$ cat src/rtl/psram_qspi_controller.sv
// PSRAM QSPI transaction sequencer: power-up/QPI entry, then command/address/dummy/data byte
// sequencing for the byte engine. Define PSRAM_INIT_SEQ_EN to include the power-up sequence.
module psram_qspi_controller #(
  parameter int unsigned POWERUP_CYCLES = 4050,
  parameter int unsigned BURST_LEN      = 4,
  parameter int unsigned WAIT_BYTES     = 3,
  parameter int unsigned CE_HIGH_CYCLES = 2
) (
  input  logic        system_clock,
  input  logic        reset,
  input  logic        req_valid,
  output logic        req_ready,
  input  logic        req_write,
  input  logic [23:0] req_address,
  input  logic [7:0]  req_wdata,
  output logic        rsp_valid,
  output logic [7:0]  rsp_rdata,
  output logic        init_done,
  output logic        spi_ce,
  output logic        byte_start,
  output logic [1:0]  byte_mode,
  output logic [7:0]  byte_tx,
  input  logic        byte_done,
  input  logic [7:0]  byte_rx
);

  localparam int unsigned CntW = 16;

  typedef enum logic [3:0] {
`ifdef PSRAM_INIT_SEQ_EN
    StInitWait, StInitRsten, StInitRst, StInitQpi,
`endif
    StIdle, StCmd, StAddr2, StAddr1, StAddr0, StDummy, StData, StGap
  } state_e;

`ifdef PSRAM_INIT_SEQ_EN
  localparam state_e ResetState = StInitWait;
`else
  localparam state_e ResetState = StIdle;
`endif

  state_e            state_q, state_d, gap_next_q, gap_next_d;
  logic [CntW-1:0]   cnt_q, cnt_d;
  logic              wait_q, wait_d;   // byte_start issued, awaiting byte_done
  logic              lead_q, lead_d;   // CE-low cycle ahead of the first byte
  logic              init_done_q, init_done_d;
  logic              rsp_valid_q, rsp_valid_d;
  logic [7:0]        rsp_rdata_q;
  logic [23:0]       addr_q, addr_d;
  logic [7:0]        wdata_q, wdata_d;
  logic              write_q, write_d;
  logic              is_byte, byte_ack;

  assign init_done = init_done_q;
  assign rsp_valid = rsp_valid_q;
  assign rsp_rdata = rsp_rdata_q;

  always_comb begin
    state_d     = state_q;
    gap_next_d  = gap_next_q;
    cnt_d       = cnt_q;
    wait_d      = wait_q;
    lead_d      = 1'b0;
    init_done_d = init_done_q;
    addr_d      = addr_q;
    wdata_d     = wdata_q;
    write_d     = write_q;
    req_ready   = 1'b0;
    spi_ce      = 1'b1;
    byte_start  = 1'b0;
    byte_mode   = 2'd0;
    byte_tx     = 8'h00;
    is_byte     = 1'b0;
    byte_ack    = wait_q & byte_done;
    unique case (state_q)
`ifdef PSRAM_INIT_SEQ_EN
      StInitWait: begin
        cnt_d = cnt_q + CntW'(1);
        if (cnt_q == CntW'(POWERUP_CYCLES - 1)) begin
          state_d = StInitRsten;
          cnt_d   = '0;
          lead_d  = 1'b1;
        end
      end
      StInitRsten: begin
        is_byte = 1'b1;
        byte_tx = 8'h66;
        if (byte_ack) begin
          state_d    = StGap;
          gap_next_d = StInitRst;
        end
      end
      StInitRst: begin
        is_byte = 1'b1;
        byte_tx = 8'h99;
        if (byte_ack) begin
          state_d    = StGap;
          gap_next_d = StInitQpi;
        end
      end
      StInitQpi: begin
        is_byte = 1'b1;
        byte_tx = 8'h35;
        if (byte_ack) begin
          state_d    = StGap;
          gap_next_d = StIdle;
        end
      end
`endif
      StIdle: begin
        init_done_d = 1'b1;
        req_ready   = init_done_q;
        if (req_valid && init_done_q) begin
          addr_d  = req_address;
          wdata_d = req_wdata;
          write_d = req_write;
          state_d = StCmd;
          lead_d  = 1'b1;
        end
      end
      StCmd: begin
        is_byte   = 1'b1;
        byte_mode = 2'd1;
        byte_tx   = write_q ? 8'h38 : 8'hEB;
        if (byte_ack) state_d = StAddr2;
      end
      StAddr2: begin
        is_byte   = 1'b1;
        byte_mode = 2'd1;
        byte_tx   = addr_q[23:16];
        if (byte_ack) state_d = StAddr1;
      end
      StAddr1: begin
        is_byte   = 1'b1;
        byte_mode = 2'd1;
        byte_tx   = addr_q[15:8];
        if (byte_ack) state_d = StAddr0;
      end
      StAddr0: begin
        is_byte   = 1'b1;
        byte_mode = 2'd1;
        byte_tx   = addr_q[7:0];
        if (byte_ack) begin
          cnt_d   = '0;
          state_d = (write_q || WAIT_BYTES == 0) ? StData : StDummy;
        end
      end
      StDummy: begin
        is_byte   = 1'b1;
        byte_mode = 2'd2;
        if (byte_ack) begin
          cnt_d = cnt_q + CntW'(1);
          if (cnt_q == CntW'(WAIT_BYTES - 1)) begin
            cnt_d   = '0;
            state_d = StData;
          end
        end
      end
      StData: begin
        is_byte   = 1'b1;
        byte_mode = write_q ? 2'd1 : 2'd2;
        byte_tx   = write_q ? wdata_q : 8'h00;
        if (byte_ack) begin
          cnt_d = cnt_q + CntW'(1);
          if (write_q || cnt_q == CntW'(BURST_LEN - 1)) begin
            cnt_d      = '0;
            state_d    = StGap;
            gap_next_d = StIdle;
          end
        end
      end
      StGap: begin
        cnt_d = cnt_q + CntW'(1);
        if (cnt_q == CntW'(CE_HIGH_CYCLES - 1)) begin
          cnt_d   = '0;
          state_d = gap_next_q;
          if (gap_next_q == StIdle) init_done_d = 1'b1;
          else                      lead_d      = 1'b1;
        end
      end
      default: state_d = ResetState;
    endcase

    // Shared byte handshake for every byte-carrying state.
    if (is_byte) begin
      spi_ce = 1'b0;
      if (!wait_q && !lead_q) begin
        byte_start = 1'b1;
        wait_d     = 1'b1;
      end
      if (byte_ack) wait_d = 1'b0;
    end
    rsp_valid_d = byte_ack && (state_q == StData) && !write_q;
  end

  always_ff @(posedge system_clock or posedge reset) begin
    if (reset) begin
      state_q     <= ResetState;
      gap_next_q  <= StIdle;
      cnt_q       <= '0;
      wait_q      <= 1'b0;
      lead_q      <= 1'b0;
      init_done_q <= 1'b0;
      rsp_valid_q <= 1'b0;
      rsp_rdata_q <= 8'h00;
      addr_q      <= '0;
      wdata_q     <= 8'h00;
      write_q     <= 1'b0;
    end else begin
      state_q     <= state_d;
      gap_next_q  <= gap_next_d;
      cnt_q       <= cnt_d;
      wait_q      <= wait_d;
      lead_q      <= lead_d;
      init_done_q <= init_done_d;
      rsp_valid_q <= rsp_valid_d;
      if (rsp_valid_d) rsp_rdata_q <= byte_rx;
      addr_q      <= addr_d;
      wdata_q     <= wdata_d;
      write_q     <= write_d;
    end
  end

endmodule
$ cat config.mk
export PLATFORM = sky130hd
export DESIGN_NAME = psram_qspi_controller
export DESIGN_NICKNAME = d
export VERILOG_FILES = /design/src/rtl/psram_qspi_controller.sv
export SDC_FILE = /design/constraint.sdc
export NUM_CORES = 1
export LEC_CHECK = 0
export ABC_CLOCK_PERIOD_IN_PS = 3750
export BUFFER_PORTS_ARGS = -buffer_cell sky130_fd_sc_hd__buf_2
export CAP_MARGIN = 5
export CORE_MARGIN = 2
export CORE_UTILIZATION = 30
export DETAILED_ROUTE_END_ITERATION = 8
export SYNTH_ARGS = -nofsm -noshare
export SYNTH_HDL_FRONTEND = slang
export SYNTH_SLANG_ARGS = --single-unit
$ cat constraint.sdc
create_clock -name system_clock -period 3.75 [get_ports system_clock]
set_clock_uncertainty 0.15 [all_clocks]
set_input_delay 0.5625 -clock system_clock [delete_from_list [all_inputs] [get_ports system_clock]]
set_output_delay 0.5625 -clock system_clock [all_outputs]
set_load 0.1 [all_outputs]
==> reports/summary.txt, run 1 <==
Via count of the first global-routing pass = 2467
Site Rows = 38
Mapped Nets = 352
Placed wire-length estimate = 5670 um
Required time worst endpoint = 3.04 ns
Portion of the clock cycle consumed by the worst path in the final layout = 0.899
Worst reg2reg setup slack = 1.19 ns
Slew at the pin closest to its max-slew limit = 0.655 ns
Setup-failing EPs final = 0
Residual overflow from global routing = 0
Crit path arrival time = 2.66 ns
Via density per instance = 4.98
Final hold slack = 0.165 ns
Number of flip-flops and latches in the synthesized netlist = 64
Sw Pwr = 1970 uW
Type of destination of the critical path = output port
CTS H-tree depth = 3
Wire length after detailed routing = 7800 um
Maximum count of clock buffers along a single path = 2
Sequential group share of total power = 0.300
Clock tree from TritonCTS = done
Startpoint Class = flip-flop
Sequential fraction of the synthesis area = 0.490
Fin Setup TNS = 0 ns
Largest fanout of any net on the critical path = 16
Sinks on Clock Net = 64
Die height = 108 um
Port bufs = 67
Number of endpoints with negative hold slack in the final report = 0
Core Region = 10700 um2
Count of inserted antenna diode cells = 0
TritonCTS buffer count = 9
Filler-free cell count of the finished design = 516
Remaining DRCs = 0
Layout area overhead = 20.2%
Mapped cell area = 3270 um2
Die outline width = 108 um
Most instantiated flip-flop cell in the synthesis netlist = sky130_fd_sc_hd__dfrtp_1
Number of hold buffers added after cts = 0
Count of nets after finishing = 419
Share of total power in combinational logic = 0.553
Area enclosed by the die boundary = 11700 um2
Total internal power = 1780 uW
Cell count after placement = 500
Filler Cell Count = 1117
Setup Fix Bufs, Post-CTS = 0
Power density cells = 953 nW/um2
Overall fraction of global-route tracks in use = 0.139
Part of the power in the clock network = 0.147
Pre-Repair DR Iteration Count = 4
Post-synth EDFFs = 0
Cells after synthesis = 304
Unrepaired setup endpoints after global routing = no
Top library cells by usage in the layout, fill and taps aside = sky130_fd_sc_hd__buf_2, sky130_fd_sc_hd__dfrtp_1, sky130_fd_sc_hd__mux2_2
Async S/R FF share, synth = 1.00
Slew Limit Fails = 0
Post-DR wirelength/cell = 15.1 um
Max-Slew Margin vs Limit = 0.559
Final Wtd Congestion = 0.814
Wire length of the first global-routing pass = 12500 um
Worst-path clk slew = 0.07 ns
Root buf cell = sky130_fd_sc_hd__clkbuf_8
Number of ports placed on the die boundary = 68
Run status = finished, final reports clean
Switching Share = 0.525
Path type of the worst min-delay path = input pin to asynchronous set/reset pin
Most frequent standard cell in the layout excluding fill and tap cells = sky130_fd_sc_hd__buf_2
Effective utilization at floorplan = 0.304
Util after Layout = 0.366
Max-cap violation count = 0
Number of design-rule violations left by the first detailed-router iteration = 186
Crit Path Class = flip-flop to output port
Achievable Freq = 297 MHz
Clock insertion delay at the later pin of the skew report = 0.34 ns
Largest net degree at the start of global routing = 36
Number of warning messages in the yosys log = 0
Ratio of cells with drive above 1 in the final layout = 0.380
Leakage power figure = 0.00189 uW
Via Count = 2568
VDD IR max = 0.502 mV
Number of antenna violations at the first check in global routing = 0
Mean cell area of the mapped netlist = 10.8 um2
Quantity of gates resized following cts = 0
Final Critical Period = 3.37 ns
Number of distinct library cells after synthesis = 51
Antenna Violating Nets Remaining = 0
==> logic make-up (layout without fill, tap and decap cells) <==
kind of cell / count (synthesis) / count (layout) / share of synthesized area
AOI/OAI and AO/OA: 62 / 62 / 0.128
adders and majority gates: 3 / 3 / 0.0115
buffers and inverters: 27 / 99 / 0.0383
DFF: 64 / 64 / 0.490
muxes: 54 / 54 / 0.183
and+or+nand+nor: 94 / 94 / 0.150
==> path summary, 6_finish.rpt <==
kind,depth (start not counted),start,end
max in group asynchronous,3,reset,addr_q[11]$_DFFE_PP0P_
min in group system_clock,2,req_wdata[2],wdata_q[2]$_DFFE_PP0P_
setup reg to reg,7,state_q[0]$_DFFE_PP0P_,state_q[0]$_DFFE_PP0P_
hold reg to reg,1,rsp_rdata[2]$_DFFE_PP0P_,rsp_rdata[2]$_DFFE_PP0P_
setup / recovery,5,state_q[2]$_DFFE_PP0P_,byte_tx[4]
hold / removal,2,reset,rsp_rdata[6]$_DFFE_PP0P_
==> area by class of cell <==
| type | count | area [um2] | area share |
|---|---|---|---|
| flip-flops and latches | 64 | 1600 | 0.408 |
| inverters | 9 | 33.8 | 0.00860 |
| repair buffers | 74 | 388 | 0.0987 |
| clock inverters | 3 | 15.0 | 0.00382 |
| well taps | 140 | 175 | 0.0446 |
| multi-input cells | 213 | 1550 | 0.394 |
| clock buffers | 13 | 169 | 0.0430 |
==> metrics by stage <==
step	setup slack, ns	cell area, um2	power, uW
finish	0.380	3930	3750
global route	0.159	3930	3960
CTS	0.352	3930	3780
detailed placement	0.739	3750	3210
global placement	0.773	3750	3190
floorplan	0.338	3270	2850
==> per-layer routing <==
metal | vias to the layer above | wire, um | GRT usage
met1 | 1270 | 3500 | 0.182
met5 | - | 0 | 0
met2 | 61 | 3790 | 0.221
met3 | 6 | 412 | 0.0470
met4 | 0 | 86 | 0.0394
li1 | 1231 | - | -
==> worst max-delay path, stage by stage (launching register included) <==
cell and delay [ns]:
sky130_fd_sc_hd__dfrtp_1 0.67, sky130_fd_sc_hd__clkinv_1 0.37, sky130_fd_sc_hd__nor2_1 0.39, sky130_fd_sc_hd__a32oi_1 0.15, sky130_fd_sc_hd__o221ai_1 0.25, sky130_fd_sc_hd__buf_2 0.48
==> cell usage after synthesis (6+ instances only) <==
library cell / number / area [um2]
sky130_fd_sc_hd__a21oi_1: 12 / 60.1
sky130_fd_sc_hd__and3_1: 9 / 56.3
sky130_fd_sc_hd__buf_2: 6 / 30.0
sky130_fd_sc_hd__clkbuf_1: 9 / 33.8
sky130_fd_sc_hd__dfrtp_1: 64 / 1600
sky130_fd_sc_hd__inv_1: 8 / 30.0
sky130_fd_sc_hd__mux2_2: 42 / 473
sky130_fd_sc_hd__mux2i_1: 11 / 110
sky130_fd_sc_hd__nand2_1: 20 / 75.1
sky130_fd_sc_hd__nand3_1: 15 / 75.1
sky130_fd_sc_hd__nor2_1: 19 / 71.3
sky130_fd_sc_hd__nor4_1: 6 / 37.5
sky130_fd_sc_hd__o21ai_0: 8 / 40.0
sky130_fd_sc_hd__o21ai_1: 8 / 40.0
==> registers in the layout, indices dropped and copies added, names as in the netlist <==
register and count:
addr_q 24, cnt_q 16, rsp_rdata 8, wdata_q 8, state_q 3, init_done 1, lead_q 1, rsp_valid 1
wait_q 1, write_q 1
==> power groups by stage <==
stage          clock (uW)  sequential (uW)  combinational (uW)
5_1_grt               598             1160                2210
2_1_floorplan           0             1420                1430
4_1_cts               570             1130                2080
3_3_place_gp            0             1130                2060
3_5_place_dp            0             1140                2070
6_report              551             1130                2070
No activity file was read; power rests on OpenSTA's default activity.
==> inputs of run 2 (changes only) <==
- ABC_AREA: not set -> 1
==> reports/summary.txt, run 2 <==
Die outline width = 110 um (was 108 um)
Mapped Nets = 475 (was 352)
Largest registers ranked by flip-flop count = addr_q (24), cnt_q (16) (unchanged)
Core Region = 10800 um2 (was 10700 um2)
Filler-free cell count of the finished design = 644 (was 516)
Placed wire-length estimate = 5890 um (was 5670 um)
Terminus of the critical flop-to-flop path = addr_q[22]$_DFFE_PP0P_ (was state_q[0]$_DFFE_PP0P_)
Power density cells = 944 nW/um2 (was 953 nW/um2)
Crit path arrival time = 2.19 ns (was 2.66 ns)
Maximum count of clock buffers along a single path = 2 (unchanged)
Number of endpoints with negative hold slack in the final report = 0 (unchanged)
CTS H-tree depth = 3 (unchanged)
Number of antenna violations at the first check in global routing = 0 (unchanged)
Share of the synthesized area in the top cell type = 0.479 (was 0.490)
Path type of the worst min-delay path = input pin to asynchronous set/reset pin (unchanged)
Number of distinct library cells after synthesis = 33 (was 51)
Mapped cell area = 3340 um2 (was 3270 um2)
Via Count = 2890 (was 2568)
Most frequent standard cell in the layout excluding fill and tap cells = sky130_fd_sc_hd__nand2_1 (was sky130_fd_sc_hd__buf_2)
Wire length after detailed routing = 7990 um (was 7800 um)
Max-Slew Margin vs Limit = 0.606 (was 0.559)
Wire length of the first global-routing pass = 13400 um (was 12500 um)
Number of flip-flops and latches in the synthesized netlist = 64 (unchanged)
Final Wtd Congestion = 0.915 (was 0.814)
Mean cell area of the mapped netlist = 7.83 um2 (was 10.8 um2)
Run status = finished, final reports clean (unchanged)
Die height = 110 um (was 108 um)
Number of ports placed on the die boundary = 68 (unchanged)
Top library cells by usage in the layout, fill and taps aside = sky130_fd_sc_hd__nand2_1, sky130_fd_sc_hd__buf_2, sky130_fd_sc_hd__dfrtp_1 (was sky130_fd_sc_hd__buf_2, sky130_fd_sc_hd__dfrtp_1, sky130_fd_sc_hd__mux2_2)
Largest net degree at the start of global routing = 38 (was 36)
Worst-path clk slew = 0.08 ns (was 0.07 ns)
Final hold slack = 0.0135 ns (was 0.165 ns)
Count of nets after finishing = 547 (was 419)
Reg-to-reg critical path startpoint = state_q[2]$_DFFE_PP0P_ (was state_q[0]$_DFFE_PP0P_)
Via count of the first global-routing pass = 2885 (was 2467)
Residual overflow from global routing = 0 (unchanged)
Leakage power figure = 0.00219 uW (was 0.00189 uW)
Max-cap violation count = 0 (unchanged)
Most common cell in the synthesized netlist = sky130_fd_sc_hd__nand2_1 (was sky130_fd_sc_hd__dfrtp_1)
Antenna Violating Nets Remaining = 0 (unchanged)
Largest fanout of any net on the critical path = 11 (was 16)
Count of inserted antenna diode cells = 0 (unchanged)
Worst reg2reg setup slack = 1.60 ns (was 1.19 ns)
TritonCTS buffer count = 9 (unchanged)
Startpoint Class = flip-flop (unchanged)
Clock tree from TritonCTS = done (unchanged)
Final Critical Period = 2.90 ns (was 3.37 ns)
Slew at the pin closest to its max-slew limit = 0.590 ns (was 0.655 ns)
Sinks on Clock Net = 64 (unchanged)
VDD IR max = 0.772 mV (was 0.502 mV)
Crit Path Class = flip-flop to output port (unchanged)
Root buf cell = sky130_fd_sc_hd__clkbuf_8 (unchanged)
Reg2reg path depth = 6 (was 7)
Quantity of gates resized following cts = 0 (unchanged)
Most instantiated flip-flop cell in the synthesis netlist = sky130_fd_sc_hd__dfrtp_1 (unchanged)
Site Rows = 38 (unchanged)
Cell count after placement = 628 (was 500)
Clock insertion delay at the later pin of the skew report = 0.34 ns (about the same)
Remaining DRCs = 0 (unchanged)
Type of destination of the critical path = output port (unchanged)
Sequential fraction of the synthesis area = 0.479 (was 0.490)
Layout area overhead = 20.5% (was 20.2%)
Largest register by flop count = addr_q (unchanged)
Setup-failing EPs final = 0 (unchanged)
Setup Fix Bufs, Post-CTS = 0 (unchanged)
Slew Limit Fails = 0 (unchanged)
Top post-synthesis cells by area = sky130_fd_sc_hd__dfrtp_1, sky130_fd_sc_hd__nand2_1, sky130_fd_sc_hd__nand3_1, sky130_fd_sc_hd__inv_1, sky130_fd_sc_hd__a22oi_1 (was sky130_fd_sc_hd__dfrtp_1, sky130_fd_sc_hd__mux2_2, sky130_fd_sc_hd__mux2i_1, sky130_fd_sc_hd__nand2_1, sky130_fd_sc_hd__nand3_1)
Via density per instance = 4.49 (was 4.98)
Ratio of cells with drive above 1 in the final layout = 0.220 (was 0.380)
Portion of the clock cycle consumed by the worst path in the final layout = 0.773 (was 0.899)
Fin Setup TNS = 0 ns (unchanged)
Leading post-synthesis cells by instance count = sky130_fd_sc_hd__nand2_1, sky130_fd_sc_hd__dfrtp_1, sky130_fd_sc_hd__inv_1 (was sky130_fd_sc_hd__dfrtp_1, sky130_fd_sc_hd__mux2_2, sky130_fd_sc_hd__nand2_1)
Achievable Freq = 345 MHz (was 297 MHz)
Cells after synthesis = 427 (was 304)
Port bufs = 67 (unchanged)
Required time worst endpoint = 3.04 ns (about the same)
Post-DR wirelength/cell = 12.4 um (was 15.1 um)
Unrepaired setup endpoints after global routing = no (unchanged)
Number of hold buffers added after cts = 0 (unchanged)
Number of warning messages in the yosys log = 0 (unchanged)
Flip-flop count of the largest register after layout = 24 (unchanged)
Overall fraction of global-route tracks in use = 0.143 (was 0.139)
Number of design-rule violations left by the first detailed-router iteration = 118 (was 186)
Post-synth EDFFs = 0 (unchanged)
Placed instance area = 3820 um2 (was 3750 um2)
Cell taking the most area after synthesis = sky130_fd_sc_hd__dfrtp_1 (unchanged)
Pre-Repair DR Iteration Count = 5 (was 4)
Area enclosed by the die boundary = 12000 um2 (was 11700 um2)
Final cell area excluding filler cells = 4030 um2 (was 3930 um2)
Effective utilization at floorplan = 0.309 (was 0.304)
Filler Cell Count = 1141 (was 1117)
Async S/R FF share, synth = 1.00 (unchanged)
run 2: cell count changes in the layout (fill, tap and decap cells not counted), sizes merged, moves of 11 or more:
cell and delta:
nand3 +14, inv +32, mux2 -43, nand4 +12, mux2i -11, nor2 +16, nand2 +173
run 2: how the worst max path moves through the flow:
stage                       to  slack (ns)                   start  depth (start not counted)
global route        byte_start        0.69  state_q[2]$_DFFE_PP0P_                          6
global placement    byte_start        1.28  state_q[2]$_DFFE_PP0P_                          6
floorplan           byte_start        0.03  state_q[0]$_DFFE_PP0P_                          7
detailed placement  byte_start        1.20  state_q[2]$_DFFE_PP0P_                          6
finish              byte_start        0.85  state_q[2]$_DFFE_PP0P_                          6
CTS                 byte_start        0.84  state_q[2]$_DFFE_PP0P_                          6
run 2: layout make-up:
| type | count | area [um2] | share of cell area |
|---|---|---|---|
| clock buffer | 11 | 151 | 0.0376 |
| clock inverter | 5 | 62.6 | 0.0155 |
| timing repair buffer | 70 | 358 | 0.0888 |
| multi-input combinational | 314 | 1530 | 0.379 |
| inverter | 40 | 153 | 0.0379 |
| sequential | 64 | 1600 | 0.397 |
| tap | 140 | 175 | 0.0435 |
run 2: worst max-delay path, stage by stage (launching register included):
cell and delay, ns:
sky130_fd_sc_hd__dfrtp_1 0.62, sky130_fd_sc_hd__inv_1 0.22, sky130_fd_sc_hd__nand2_1 0.18, sky130_fd_sc_hd__nand2_1 0.09, sky130_fd_sc_hd__or2_1 0.23, sky130_fd_sc_hd__nor2_1 0.09, sky130_fd_sc_hd__buf_2 0.43
run 2: per-stage QoR:
stage	total power [uW]	setup slack, ns	utilization
final	3810	0.850	0.372
after global routing	4060	0.687	0.372
after CTS	3840	0.844	0.372
after detailed placement	3200	1.20	0.352
after global placement	3180	1.28	0.352
after floorplan	2830	0.0295	-
run 2: metal layers:
layer / share of wire / routed length [um] / track usage
met5: 0 / 0 / 0
met4: 0.0086 / 69 / 0.0389
met1: 0.46 / 3640 / 0.178
met2: 0.49 / 3910 / 0.239
met3: 0.046 / 366 / 0.0445
run 2: power by group:
| group | switching [uW] | internal [uW] |
|---|---|---|
| Clock | 288 | 347 |
| Sequential | 215 | 943 |
| Combinational | 1600 | 416 |
run 2: kinds of logic after synthesis:
kind of cell	after synthesis	synth area share
compound gates	28	0.0539
xor+xnor	6	0.0157
fa+ha+maj	3	0.0112
buf+inv	49	0.0640
flops	64	0.479
simple gates	277	0.376
==> inputs of run 3 (changes only) <==
- ABC_CLOCK_PERIOD_IN_PS: 3750 -> 2700
- clock period: 3.75 -> 2.7 ns (I/O delays scaled with it)
==> reports/summary.txt, run 3 (synthesis gave the netlist of run 2 again) <==
Run status = finished, final reports clean (unchanged)
Largest register by flop count = addr_q (unchanged)
VDD IR max = 1.15 mV (was 0.772 mV)
Most Crowded Layer GR = met2 (unchanged)
Clock insertion delay at the later pin of the skew report = 0.34 ns (about the same)
Slew Limit Fails = 0 (unchanged)
Core Region = 10800 um2 (unchanged)
Largest net degree at the start of global routing = 65 (was 38)
Number of antenna violations at the first check in global routing = 0 (unchanged)
Maximum count of clock buffers along a single path = 2 (unchanged)
Count of inserted antenna diode cells = 0 (unchanged)
Number of design-rule violations left by the first detailed-router iteration = 93 (was 118)
Type of destination of the critical path = output port (unchanged)
TritonCTS buffer count = 9 (unchanged)
Path type of the worst min-delay path = input pin to flip-flop (was input pin to asynchronous set/reset pin)
Final Critical Period = 2.54 ns
Effective utilization at floorplan = 0.309 (unchanged)
Number of endpoints with negative hold slack in the final report = 0 (unchanged)
Max-cap violation count = 0 (unchanged)
Filler Cell Count = 1171 (was 1141)
Site Rows = 38 (unchanged)
Port bufs = 67 (unchanged)
Residual overflow from global routing = 0 (unchanged)
Leakage power figure = 0.00220 uW (was 0.00219 uW)
Setup-failing EPs final = 0 (unchanged)
Most frequent standard cell in the layout excluding fill and tap cells = sky130_fd_sc_hd__nand2_1 (unchanged)
Via density per instance = 4.57 (was 4.49)
Met2 Use GR = 0.253 (was 0.239)
Unrepaired setup endpoints after global routing = no (unchanged)
Portion of the clock cycle consumed by the worst path in the final layout = 0.941
Crit path arrival time = 1.99 ns (was 2.19 ns)
Die height = 110 um (unchanged)
Wire length of the first global-routing pass = 13900 um (was 13400 um)
Slew at the pin closest to its max-slew limit = 0.820 ns (was 0.590 ns)
Die outline width = 110 um (unchanged)
Placed instance area = 3840 um2 (was 3820 um2)
Remaining DRCs = 0 (unchanged)
Pre-Repair DR Iteration Count = 4 (was 5)
Startpoint Class = flip-flop (unchanged)
Max-Slew Margin vs Limit = 0.453 (was 0.606)
Via count of the first global-routing pass = 2968 (was 2885)
Largest fanout of any net on the critical path = 8 (was 11)
Setup Fix Bufs, Post-CTS = 0 (unchanged)
Overall fraction of global-route tracks in use = 0.150 (was 0.143)
Wire length after detailed routing = 8100 um (was 7990 um)
CTS H-tree depth = 3 (unchanged)
GR Util met1 = 0.188 (was 0.178)
Area enclosed by the die boundary = 12000 um2 (unchanged)
Placed wire-length estimate = 5910 um (was 5890 um)
Root buf cell = sky130_fd_sc_hd__clkbuf_8 (unchanged)
Worst-path clk slew = 0.07 ns (was 0.08 ns)
Clock tree from TritonCTS = done (unchanged)
Number of ports placed on the die boundary = 68 (unchanged)
Final Wtd Congestion = 0.885 (was 0.915)
Met3 global-route usage = 0.0480 (was 0.0445)
Sequential cell area = 1600 um2 (about the same)
Flip-flop count of the largest register after layout = 24 (unchanged)
Post-DR wirelength/cell = 12.6 um (was 12.4 um)
Largest registers ranked by flip-flop count = addr_q (24), cnt_q (16) (unchanged)
Footprint of the multi-input gates = 1550 um2 (was 1530 um2)
Crit Path Class = flip-flop to output port (unchanged)
Util after Layout = 0.375 (was 0.372)
Ratio of cells with drive above 1 in the final layout = 0.227 (was 0.220)
Achievable Freq = 394 MHz
Via Count = 2935 (was 2890)
Antenna Violating Nets Remaining = 0 (unchanged)
Final cell area excluding filler cells = 4070 um2 (was 4030 um2)
Power density cells = 1320 nW/um2 (was 944 nW/um2)
Count of nets after finishing = 546 (was 547)
Required time worst endpoint = 2.14 ns (was 3.04 ns)
Layout area overhead = 21.5% (was 20.5%)
Sinks on Clock Net = 64 (unchanged)
Top library cells by usage in the layout, fill and taps aside = sky130_fd_sc_hd__nand2_1, sky130_fd_sc_hd__dfrtp_1, sky130_fd_sc_hd__buf_2 (was sky130_fd_sc_hd__nand2_1, sky130_fd_sc_hd__buf_2, sky130_fd_sc_hd__dfrtp_1)
## run 3: cell count changes in the layout (fill, tap and decap cells not counted), sizes merged
| cell | before | now |
|---|---|---|
| buf | 70 | 62 |
| clkbuf | 11 | 19 |
| clkinv | 2 | 3 |
| clkinvlp | 2 | 0 |
| inv | 40 | 39 |
## run 3: through the flow
step                hold WS (ns)  total power, uW  instances  worst slack, ns  TNS, ns
global route              0.0920             5730        642           0.0122        0
detailed placement         0.312             4490        627            0.384        0
CTS                       0.0813             5380        642           0.0111        0
finish                     0.105             5360        642            0.159        0
global placement           0.305             4470        627            0.426        0
floorplan                  0.299             3950        427           -0.119   -0.119
## run 3: what timing repair did
action	4_1_cts	5_1_grt
endpoints found under the setup margin	0	10
gates resized for setup	0	9
hold buffers	0	0
## run 3: cell type report
type	instances	share of cell area
clock buffers	12	0.0406
inverters	40	0.0375
multi-input cells	314	0.380
clock inverters	3	0.00985
flip-flops and latches	64	0.395
repair buffers	69	0.0942
well taps	140	0.0431
## run 3: path summary, 6_finish.rpt
path / start / endpoint / slack [ns] / cells past startpoint
max in group asynchronous: reset / state_q[2]$_DFFE_PP0P_ / 1.66 / 3
worst min register to register: rsp_rdata[0]$_DFFE_PP0P_ / rsp_rdata[0]$_DFFE_PP0P_ / 0.32 / 2
worst min-delay path: req_wdata[2] / wdata_q[2]$_DFFE_PP0P_ / 0.11 / 3
min in group asynchronous: reset / rsp_rdata[1]$_DFFE_PP0P_ / 0.14 / 3
worst max-delay path: state_q[1]$_DFFE_PP0P_ / byte_tx[6] / 0.16 / 7
worst max register to register: cnt_q[0]$_DFFE_PP0P_ / cnt_q[10]$_DFFE_PP0P_ / 0.91 / 6
## run 3: power by group
part / leakage, uW / internal, uW / switching, uW
registers: 0.000818 / 1310 / 308
clock network: 0.000108 / 494 / 364
logic: 0.00127 / 646 / 2230
## run 3: critical path, cell delays in order (launching register included)
cell and delay (ns):
sky130_fd_sc_hd__dfrtp_1 0.44, sky130_fd_sc_hd__inv_2 0.13, sky130_fd_sc_hd__nor2_8 0.14, sky130_fd_sc_hd__nand2_1 0.08
sky130_fd_sc_hd__inv_1 0.21, sky130_fd_sc_hd__a21oi_1 0.11, sky130_fd_sc_hd__nand3_1 0.10, sky130_fd_sc_hd__buf_2 0.44
## run 3: metal layers
| metal | vias up | share of wire | wire length [um] |
|---|---|---|---|
| met5 | - | 0 | 0 |
| met4 | 0 | 0.0057 | 46 |
| met3 | 4 | 0.049 | 396 |
| met2 | 67 | 0.50 | 4020 |
| met1 | 1367 | 0.45 | 3630 |
| li1 | 1497 | - | - |
